$ cat src/rtl/pio_loader.sv
// pio_loader: configuration sequencer and TX-data feeder for the pio block.
//
// After a start pulse the block loads program words from an external
// synchronous ROM, writes PEND/DIV/GRPS/SHIFT to every machine selected by
// sm_mask, issues EN, and then enters RUN. In RUN it forwards a valid/ready
// stream into the selected machines' TX FIFOs as PUSH actions.
//
// Ports:
//   clk, reset        clock, asynchronous active-low reset
//   start, stop       one-cycle control pulses
//   prog_len, sm_mask program length and machine mask (captured on start)
//   pend_val, div_val, grps_val, shift_val
//                     per-machine configuration values (captured on start)
//   prog_addr, prog_data
//                     ROM address out, ROM data in (one-cycle read latency)
//   s_valid, s_sm, s_data, s_ready
//                     TX stream handshake
//   tx_full           pio TX FIFO full flags
//   action, index, mindex, din
//                     pio command port (one-cycle actions)
//   busy, running     sequencer status
//
// Optional feature macro: PIO_LOADER_PREDISABLE_EN
//   When defined, one extra cycle issuing EN din=0 precedes the program
//   load so reprogramming never runs against active machines.
//
// Timing note: every action is registered from the state active in the
// cycle before it becomes visible. In LOAD this lines the ROM's one-cycle
// read latency up with the INSTR word, so the visible action trace trails
// the internal state by one cycle throughout.

module pio_loader #(
  parameter int PROG_DEPTH = 32,
  parameter int NUM_SM     = 4
) (
  input  logic        clk,
  input  logic        reset,
  input  logic        start,
  input  logic        stop,
  input  logic [5:0]  prog_len,
  input  logic [3:0]  sm_mask,
  input  logic [31:0] pend_val,
  input  logic [23:0] div_val,
  input  logic [31:0] grps_val,
  input  logic [31:0] shift_val,
  output logic [4:0]  prog_addr,
  input  logic [15:0] prog_data,
  input  logic        s_valid,
  input  logic [1:0]  s_sm,
  input  logic [31:0] s_data,
  output logic        s_ready,
  input  logic [3:0]  tx_full,
  output logic [3:0]  action,
  output logic [4:0]  index,
  output logic [1:0]  mindex,
  output logic [31:0] din,
  output logic        busy,
  output logic        running
);

  localparam logic [3:0] ACT_NONE  = 4'd0;
  localparam logic [3:0] ACT_INSTR = 4'd1;
  localparam logic [3:0] ACT_PEND  = 4'd2;
  localparam logic [3:0] ACT_PUSH  = 4'd4;
  localparam logic [3:0] ACT_GRPS  = 4'd5;
  localparam logic [3:0] ACT_EN    = 4'd6;
  localparam logic [3:0] ACT_DIV   = 4'd7;
  localparam logic [3:0] ACT_SHIFT = 4'd10;

  typedef enum logic [2:0] {
    ST_IDLE   = 3'd0,
    ST_PRE    = 3'd1,
    ST_FILL   = 3'd2,
    ST_LOAD   = 3'd3,
    ST_CFG    = 3'd4,
    ST_ENABLE = 3'd5,
    ST_RUN    = 3'd6
  } state_t;

  state_t      state_q, state_d;
  logic [5:0]  len_q, len_d;
  logic [3:0]  mask_q, mask_d;
  logic [31:0] pend_q, pend_d;
  logic [23:0] div_q, div_d;
  logic [31:0] grps_q, grps_d;
  logic [31:0] shift_q, shift_d;
  logic [4:0]  cnt_q, cnt_d;
  logic [1:0]  sm_q, sm_d;
  logic [1:0]  step_q, step_d;
  logic [4:0]  prog_addr_q, prog_addr_d;
  logic [3:0]  action_q, action_d;
  logic [4:0]  index_q, index_d;
  logic [1:0]  mindex_q, mindex_d;
  logic [31:0] din_q, din_d;
  logic        busy_q, busy_d;
  logic        running_q, running_d;
  logic        ready_s;
  logic [2:0]  first_s;
  logic [2:0]  next_s;

  // Lowest selected machine at index >= from: {found, index}.
  function automatic logic [2:0] find_sm(input logic [3:0] mask, input logic [2:0] from);
    logic [2:0] res;
    res = 3'b000;
    // Scan downward so the lowest qualifying index is the one left in res.
    for (int i = NUM_SM - 1; i >= 0; i--) begin
      if (mask[i] && (3'(i) >= from)) begin
        res = {1'b1, 2'(i)};
      end else begin
        res = res;
      end
    end
    return res;
  endfunction

  // Next-state and registered-output computation.
  always_comb begin
    state_d     = state_q;
    len_d       = len_q;
    mask_d      = mask_q;
    pend_d      = pend_q;
    div_d       = div_q;
    grps_d      = grps_q;
    shift_d     = shift_q;
    cnt_d       = cnt_q;
    sm_d        = sm_q;
    step_d      = step_q;
    prog_addr_d = prog_addr_q;
    action_d    = ACT_NONE;
    index_d     = 5'd0;
    mindex_d    = 2'd0;
    din_d       = 32'd0;
    ready_s     = 1'b0;
    first_s     = find_sm(mask_q, 3'd0);
    next_s      = find_sm(mask_q, {1'b0, sm_q} + 3'd1);

    case (state_q)
      ST_IDLE: begin
        if (start) begin
          len_d       = (int'(prog_len) > PROG_DEPTH) ? 6'(PROG_DEPTH) : prog_len;
          mask_d      = sm_mask;
          pend_d      = pend_val;
          div_d       = div_val;
          grps_d      = grps_val;
          shift_d     = shift_val;
          prog_addr_d = 5'd0;
          cnt_d       = 5'd0;
          step_d      = 2'd0;
`ifdef PIO_LOADER_PREDISABLE_EN
          state_d     = ST_PRE;
`else
          state_d     = ST_FILL;
`endif
        end else begin
          state_d = ST_IDLE;
        end
      end

      ST_PRE: begin
        action_d = ACT_EN;
        din_d    = 32'd0;
        state_d  = ST_FILL;
      end

      // prog_addr=0 is on the bus this cycle; word 0 arrives next cycle.
      ST_FILL: begin
        prog_addr_d = prog_addr_q + 5'd1;
        cnt_d       = 5'd0;
        if (len_q != 6'd0) begin
          state_d = ST_LOAD;
        end else if (first_s[2]) begin
          state_d = ST_CFG;
          sm_d    = first_s[1:0];
          step_d  = 2'd0;
        end else begin
          state_d = ST_ENABLE;
        end
      end

      // ROM presents word cnt_q while prog_addr already points at cnt_q+1.
      ST_LOAD: begin
        action_d    = ACT_INSTR;
        index_d     = cnt_q;
        din_d       = {16'd0, prog_data};
        prog_addr_d = prog_addr_q + 5'd1;
        cnt_d       = cnt_q + 5'd1;
        if ({1'b0, cnt_q} != (len_q - 6'd1)) begin
          state_d = ST_LOAD;
        end else if (first_s[2]) begin
          state_d = ST_CFG;
          sm_d    = first_s[1:0];
          step_d  = 2'd0;
        end else begin
          state_d = ST_ENABLE;
        end
      end

      ST_CFG: begin
        mindex_d = sm_q;
        case (step_q)
          2'd0: begin action_d = ACT_PEND;  din_d = pend_q;          end
          2'd1: begin action_d = ACT_DIV;   din_d = {8'd0, div_q};   end
          2'd2: begin action_d = ACT_GRPS;  din_d = grps_q;          end
          2'd3: begin action_d = ACT_SHIFT; din_d = shift_q;         end
          default: begin action_d = ACT_NONE; din_d = 32'd0;       end
        endcase
        step_d = step_q + 2'd1;
        if (step_q != 2'd3) begin
          state_d = ST_CFG;
        end else if (next_s[2]) begin
          sm_d = next_s[1:0];
        end else begin
          state_d = ST_ENABLE;
        end
      end

      ST_ENABLE: begin
        action_d = ACT_EN;
        din_d    = {28'd0, mask_q};
        state_d  = ST_RUN;
      end

      // stop takes priority over a word offered in the same cycle.
      ST_RUN: begin
        if (stop) begin
          action_d = ACT_EN;
          din_d    = 32'd0;
          state_d  = ST_IDLE;
        end else begin
          ready_s = running_q & ~tx_full[s_sm] & mask_q[s_sm];
          if (s_valid && ready_s) begin
            action_d = ACT_PUSH;
            mindex_d = s_sm;
            din_d    = s_data;
          end else begin
            action_d = ACT_NONE;
          end
        end
      end

      default: begin
        state_d = ST_IDLE;
      end
    endcase

    // busy covers the whole bring-up and drops as running rises.
    busy_d    = (state_d != ST_IDLE) && (state_q != ST_RUN);
    running_d = (state_q == ST_RUN) && !stop;
  end

  // State and output registers.
  always_ff @(posedge clk or negedge reset) begin
    if (!reset) begin
      state_q     <= ST_IDLE;
      len_q       <= 6'd0;
      mask_q      <= 4'd0;
      pend_q      <= 32'd0;
      div_q       <= 24'd0;
      grps_q      <= 32'd0;
      shift_q     <= 32'd0;
      cnt_q       <= 5'd0;
      sm_q        <= 2'd0;
      step_q      <= 2'd0;
      prog_addr_q <= 5'd0;
      action_q    <= ACT_NONE;
      index_q     <= 5'd0;
      mindex_q    <= 2'd0;
      din_q       <= 32'd0;
      busy_q      <= 1'b0;
      running_q   <= 1'b0;
    end else begin
      state_q     <= state_d;
      len_q       <= len_d;
      mask_q      <= mask_d;
      pend_q      <= pend_d;
      div_q       <= div_d;
      grps_q      <= grps_d;
      shift_q     <= shift_d;
      cnt_q       <= cnt_d;
      sm_q        <= sm_d;
      step_q      <= step_d;
      prog_addr_q <= prog_addr_d;
      action_q    <= action_d;
      index_q     <= index_d;
      mindex_q    <= mindex_d;
      din_q       <= din_d;
      busy_q      <= busy_d;
      running_q   <= running_d;
    end
  end

  assign prog_addr = prog_addr_q;
  assign action    = action_q;
  assign index     = index_q;
  assign mindex    = mindex_q;
  assign din       = din_q;
  assign busy      = busy_q;
  assign running   = running_q;
  assign s_ready   = ready_s;

endmodule

$ cat config.mk
export PLATFORM = sky130hd
export DESIGN_NAME = pio_loader
export DESIGN_NICKNAME = d
export VERILOG_FILES = /design/src/rtl/pio_loader.sv
export SDC_FILE = /design/constraint.sdc
export NUM_CORES = 1
export LEC_CHECK = 0
export BUFFER_PORTS_ARGS = -buffer_cell sky130_fd_sc_hd__buf_2
export CORE_ASPECT_RATIO = 0.7
export CORE_MARGIN = 1.5
export CORE_UTILIZATION = 40
export CTS_BUF_LIST = sky130_fd_sc_hd__clkbuf_8 sky130_fd_sc_hd__clkbuf_16
export DETAILED_ROUTE_END_ITERATION = 10
export PLACE_DENSITY = 0.67
export SETUP_SLACK_MARGIN = 0.02
export SYNTH_ARGS = -nofsm -noshare
export SYNTH_HDL_FRONTEND = slang
export SYNTH_SLANG_ARGS = --single-unit
$ cat constraint.sdc
create_clock -name clk -period 2.35 [get_ports clk]
set_input_delay 0.235 -clock clk [delete_from_list [all_inputs] [get_ports clk]]
set_output_delay 0.235 -clock clk [all_outputs]
set_load 0.05 [all_outputs]
==> impl_metrics.env, run 1 <==
export IMPL_netlist_top_cells_area="dfrtp_1 57%, nand2_1 19%, a222oi_1 2.9%"
export IMPL_fmax_ghz=0.443
export IMPL_yosys_warnings=0
export IMPL_drt_iter0_markers=657
export IMPL_dp_slack_ns=0.0850
export IMPL_combinationalPowerShare_pct=36.3
export IMPL_fp_coreArea_mm2=0.0206
export IMPL_synth_cell_types=49
export IMPL_hold_worst_slack_ns=0.0108
export IMPL_crit_type="flip-flop to flip-flop"
export IMPL_gp_congestion=0.901
export IMPL_wl_met3_um=2270
export IMPL_drcViolationCount=0
export IMPL_synth_edf_count=0
export IMPL_ys_seq_area_share_pct=57.3
export IMPL_critPathLaunch="len_q[3]$_DFFE_PN0P_"
export IMPL_layout_commonest_cell="nand2_1"
export IMPL_cts_tree="done"
export IMPL_cap_violations=0
export IMPL_synth_cells=947
export IMPL_grt_pass1_wl_um=41400
export IMPL_design_area_mm2=0.0117
export IMPL_antenna_left=0
export IMPL_start_util_pct=40.6
export IMPL_tightest_slew_ns=0.615
export IMPL_vias=8049
export IMPL_wl_per_cell_um=17.1
export IMPL_cts_buffers=17
export IMPL_r2r_start="len_q[3]$_DFFE_PN0P_"
export IMPL_htreeDepth=4
export IMPL_final_cell_mix="416 x nand2_1, 238 x buf_2, 189 x dfrtp_1, 95 x dlygate4sd3_1, 60 x nor2_1"
export IMPL_antenna_found_initial=1
export IMPL_synth_flop_cell="dfrtp_1"
export IMPL_fin_util_pct=56.9
export IMPL_hold_class="primary input to flip-flop"
export IMPL_wl_met2_um=11300
export IMPL_die_w_um=176
export IMPL_p_seq_share_pct=41.3
export IMPL_syn_num_nets=1145
export IMPL_clk_latency_ns=0.44
export IMPL_r2r_slack_ns=0.09
export IMPL_maxSlewHeadroom_pct=59.0
export IMPL_yosys_area_top_type="dfrtp_1"
export IMPL_place_detailed_instances=1441
export IMPL_drt_pass1_iterations=6
export IMPL_power_total_mw=13.2
export IMPL_hpwl_um=18500
export IMPL_finalCriticalPeriod_ns=2.26
export IMPL_fin_crit_sh_pct=96.2
export IMPL_powerDensity_mw_per_mm2=1120
export IMPL_syn_area_per_cell_um2=8.86
export IMPL_met1_length_um=12800
export IMPL_syn_to_final_growth_pct=40.0
export IMPL_worst_slack_ns=0.0903
export IMPL_ir_worst_vdd_v=0.000537
export IMPL_wl_um=26800
export IMPL_die_h_um=124
export IMPL_crit_path_end="sm_q[0]$_DFFE_PN0P_"
export IMPL_timing_final_max_slew_violations=0
export IMPL_rows=44
export IMPL_synth_seq_cells=192
export IMPL_p_leak_nw=6.08
export IMPL_syn_area_mm2=0.00839
export IMPL_netSwitchingPower_mw=5.36
export IMPL_cts_root_buf="clkbuf_16"
export IMPL_dieArea_mm2=0.0219
export IMPL_io_pins=240
export IMPL_layout_nets=1479
export IMPL_netSwitchingFraction_pct=40.6
export IMPL_drt_vias_per_instance=5.12
export IMPL_drive_gt1_share_pct=25.1
export IMPL_critical_path_required_ns=2.67
export IMPL_tns_ns=0
export IMPL_cp_max_fo=3
export IMPL_end_kind="flip-flop"
export IMPL_finalSetupViolCount=0
export IMPL_routed_top_layer="met4"
export IMPL_rr_worst_depth=6
export IMPL_grt_pass1_vias=7589
export IMPL_reg2reg_to="sm_q[0]$_DFFE_PN0P_"
export IMPL_grt_remaining_overflow=0
export IMPL_rsz0062_at_grt="true"
export IMPL_hold_viol=0
export IMPL_cts_clk_slew_worst_paths_ns=0.07
export IMPL_hold_path_startpoint="pend_val[17]"
export IMPL_grt_usage_pct=24.9
export IMPL_worstPathArrival_ns=2.58
export IMPL_place_area_mm2=0.0101
export IMPL_outcome="finished, final reports clean"
export IMPL_async_reset_ff_share_pct=100
export IMPL_synth_top_area_share_pct=57.3
export IMPL_cts_sinks=192
export IMPL_p_int_mw=7.84
export IMPL_numPortBuffers=239
export IMPL_grt_max_degree=59
export IMPL_final_setup_skew_ns=0.0151
export IMPL_cts_buffer_depth=2
export IMPL_startpoint_type="flip-flop"
export IMPL_final_cells=1572
export IMPL_clockPowerShare_pct=22.4
-- cell families (layout without fill, tap and decap cells) --
kind of cell               count (synthesis)  after routing  synth area share, %
AOI/OAI and AO/OA                        147            147                 12.4
xor gates and xnor gates                   7              7                0.731
adders and majority gates                  9              9                 1.34
buffers and inverters                     68            415                 3.09
DFF                                      192            192                 57.3
muxes                                      2              2                0.268
other                                      0              2                    0
and+or+nand+nor                          522            522                 24.9
-- flip-flops by register name, summed over array words and instances (netlist names) --
register   flops
index          5
action         4
sm_q           2
running        1
state_q        3
cnt_q          5
grps_q        32
mindex         2
shift_q       32
pend_q        32
mask_q         4
din           32
busy           1
step_q         2
prog_addr      5
len_q          6
div_q         24
-- layout make-up --
class                   count  area (um2)
clock buffers              17         425
repair buffers            374        2580
well taps                 276         345
fillers                  1865        8900
multi-input cells         687        3360
diodes                      2        5.00
flip-flops and latches    192        4810
inverters                   9        33.8
clock inverters            15         186
-- repair_timing --
action	in CTS	in global routing
setup endpoints to repair	0	13
endpoints found under the hold margin	143	2
gates resized for setup	0	6
setup buffers	0	2
hold buffers	93	2
-- cells in the mapped netlist, drive strengths merged (2+ instances only) --
cell    count
a21oi      41
a221o      16
a222oi     24
a22o        7
a22oi       8
and2        3
and3        6
buf         7
clkbuf     52
dfrtp     192
ha          9
inv         9
mux2        2
nand2     417
nand2b      5
nand3       5
nand3b      5
nor2       60
nor2b       5
nor3        5
nor4        3
o21ai      36
o221ai      2
o31a        2
o31ai       2
or3         2
xnor2       2
xor2        5
-- worst min-delay path by stage --
stage	endpoint	slack (ns)	cells after the start
after floorplan	action[0]$_DFF_PN0_	-0.06	0
after global placement	sm_q[1]$_DFFE_PN0P_	0.26	1
after detailed placement	din[4]$_DFF_PN0_	0.27	1
after CTS	pend_q[21]$_DFFE_PN0P_	0.001	3
after global routing	div_q[1]$_DFFE_PN0P_	0.0008	3
final	pend_q[17]$_DFFE_PN0P_	0.01	3
-- power groups by stage --
| stage | combinational, mW | clock, mW | sequential [mW] |
|---|---|---|---|
| floorplan | 2.56 | 0 | 5.80 |
| global placement | 4.47 | 0 | 5.51 |
| detailed placement | 4.58 | 0 | 5.48 |
| CTS | 4.72 | 3.00 | 5.42 |
| global route | 5.32 | 3.16 | 5.58 |
| finish | 4.79 | 2.95 | 5.45 |
-- worst max-delay path, cell delays in order, from the launching register on --
cell	delay, ns
dfrtp_2	0.42
or3_4	0.38
o31a_1	0.26
nor4_2	0.30
a21oi_2	0.11
a221oi_2	0.33
mux2_1	0.35
-- routing by layer --
metal  GRT usage (%)  up-vias
li1                -     3808
met1            38.1     3831
met2            34.4      368
met3            6.04       42
met4            6.89        0
met5               0        -
No activity file was read; power rests on OpenSTA's default activity.
==> inputs of run 2 (changes only) <==
CORE_UTILIZATION = 43   (was 40)
PLACE_DENSITY = 0.71   (was 0.67)
==> impl_metrics.env, run 2 (same netlist as run 1, synthesis figures left out) <==
export IMPL_netSwitchingFraction_pct=39.9
export IMPL_end_kind="flip-flop"
export IMPL_cts_tree="done"
export IMPL_clockPowerShare_pct=22.1
export IMPL_drcViolationCount=0
export IMPL_ir_worst_vdd_v=0.000536
export IMPL_critical_path_required_ns=2.67
export IMPL_finalSetupViolCount=0
export IMPL_cp_slowest_cell="dfrtp_1"
export IMPL_cp_cell_sequence="or3_4 -> o31a_1 -> nor4_2 -> a21oi_2 -> a221oi_2 -> mux2_1"
export IMPL_p_leak_nw=5.99
export IMPL_rsz0062_at_grt="true"
export IMPL_powerDensity_mw_per_mm2=1130
export IMPL_cts_buffer_depth=2
export IMPL_drt_pass1_iterations=7
export IMPL_grt_pass1_vias=7741
export IMPL_final_cells=1548
export IMPL_hold_viol=0
export IMPL_cts_root_buf="clkbuf_16"
export IMPL_dieArea_mm2=0.0204
export IMPL_startpoint_type="flip-flop"
export IMPL_cp_max_fo=4
export IMPL_cap_violations=0
export IMPL_hold_class="primary input to flip-flop"
export IMPL_wl_per_cell_um=16.7
export IMPL_grt_max_degree=100
export IMPL_antenna_left=0
export IMPL_place_detailed_instances=1416
export IMPL_start_util_pct=44.1
export IMPL_rows=42
export IMPL_crit_type="flip-flop to flip-flop"
export IMPL_final_cell_mix="416 x nand2_1, 238 x buf_2, 189 x dfrtp_1, 93 x dlygate4sd3_1, 60 x nor2_1"
export IMPL_clk_latency_ns=0.44
export IMPL_hpwl_um=17700
export IMPL_fillers=1682
export IMPL_fmax_ghz=0.436
export IMPL_syn_to_final_growth_pct=38.1
export IMPL_wl_um=25900
export IMPL_p_int_mw=7.84
export IMPL_grt_pass1_wl_um=40700
export IMPL_p_seq_share_pct=42.1
export IMPL_tightest_slew_ns=1.01
export IMPL_layout_nets=1467
export IMPL_combinationalPowerShare_pct=35.8
export IMPL_vias=8039
export IMPL_fp_coreArea_mm2=0.0190
export IMPL_worstPathArrival_ns=2.61
export IMPL_timing_final_max_slew_violations=0
export IMPL_htreeDepth=4
export IMPL_numPortBuffers=239
export IMPL_die_w_um=170
export IMPL_cts_sinks=192
export IMPL_grt_remaining_overflow=0
export IMPL_netSwitchingPower_mw=5.20
export IMPL_io_pins=240
export IMPL_crit_path_max_incr_delay_ns=0.41
export IMPL_finalCriticalPeriod_ns=2.29
export IMPL_layout_commonest_cell="nand2_1"
export IMPL_outcome="finished, final reports clean"
export IMPL_die_h_um=120
export IMPL_power_total_mw=13.0
export IMPL_gp_congestion=0.903
export IMPL_drt_vias_per_instance=5.19
export IMPL_grt_usage_pct=26.2
export IMPL_final_setup_skew_ns=0.0123
export IMPL_antenna_found_initial=1
export IMPL_drt_iter0_markers=1037
export IMPL_drive_gt1_share_pct=24.7
export IMPL_maxSlewHeadroom_pct=32.9
export IMPL_fin_crit_sh_pct=97.6
export IMPL_cts_clk_slew_worst_paths_ns=0.07
export IMPL_cts_buffers=17
[run 2: changes by cell type in the layout (fill, tap and decap cells not counted), moves of 2 or more]
cell	previous run	this run
ha_2	2	4
ha_1	7	5
buf_4	30	23
clkinv_8	7	1
buf_12	10	7
dlygate4sd3_1	95	93
[run 2: worst paths after layout]
check	slack [ns]	from	end	cells past startpoint
min reg2reg	0.48	pend_q[8]$_DFFE_PN0P_	pend_q[8]$_DFFE_PN0P_	2
max	0.06	len_q[2]$_DFFE_PN0P_	sm_q[0]$_DFFE_PN0P_	6
min	0.009	grps_val[0]	grps_q[0]$_DFFE_PN0P_	3
max reg2reg	0.06	len_q[2]$_DFFE_PN0P_	sm_q[0]$_DFFE_PN0P_	6
min in group asynchronous	0.37	reset	prog_addr[1]$_DFFE_PN0P_	2
max in group asynchronous	1.17	reset	din[18]$_DFF_PN0_	3
[run 2: cell type report]
| type | count | area (um2) | share of cell area [%] |
|---|---|---|---|
| sequential | 192 | 4810 | 41.5 |
| multi-input combinational | 687 | 3370 | 29.1 |
| timing repair buffer | 362 | 2450 | 21.1 |
| clock buffer | 18 | 439 | 3.79 |
| tap | 264 | 330 | 2.85 |
| clock inverter | 13 | 145 | 1.25 |
| inverter | 9 | 33.8 | 0.292 |
| antenna | 3 | 7.51 | 0.0648 |
[run 2: repair_timing]
action / 4_1_cts / 5_1_grt
setup endpoints to repair: 2 / 7
hold buffers: 93 / 0
endpoints found under the hold margin: 159 / 0
pin swaps: 1 / 4
resized for setup: 1 / 8
buffers inserted: 0 / 5
[run 2: power groups by stage]
stage	clock network, mW	registers, mW	logic, mW
after floorplan	0	5.80	2.56
after CTS	2.92	5.45	4.55
after detailed placement	0	5.49	4.39
after global routing	3.06	5.62	5.20
after global placement	0	5.50	4.28
final	2.88	5.48	4.67
[run 2: per-stage QoR]
| step | cell area [um2] | setup TNS [ns] | setup slack [ns] | hold WS (ns) | util, % |
|---|---|---|---|---|---|
| 4_1_cts | 11500 | 0 | 0.0356 | 0.000291 | 60.5 |
| 3_3_place_gp | 9990 | 0 | 0.0610 | 0.292 | 52.5 |
| 5_1_grt | 11600 | -0.131 | -0.0704 | 0.00520 | 60.9 |
| 3_5_place_dp | 9990 | -0.0731 | -0.0468 | 0.285 | 52.5 |
| 2_1_floorplan | 8390 | 0 | 0.170 | -0.0606 | - |
| 6_report | 11600 | 0 | 0.0561 | 0.00859 | 60.9 |
[run 2: per-layer routing]
layer  vias to the layer above  track usage [%]  part of all wire [%]  wire, um
met4                         0             7.63                   1.7       434
met1                      3841             39.4                    47     12100
met2                       385             37.5                    43     11100
li1                       3777                -                     -         -
met3                        36             6.00                   8.6      2220
met5                         -                0                     0         0
[run 2: critical path, delay by kind of cell (launching register included)]
kind | cells | cell delay [ns]
compound gates | 3 | 0.72
flops | 1 | 0.41
mux | 1 | 0.36
simple gates | 2 | 0.70
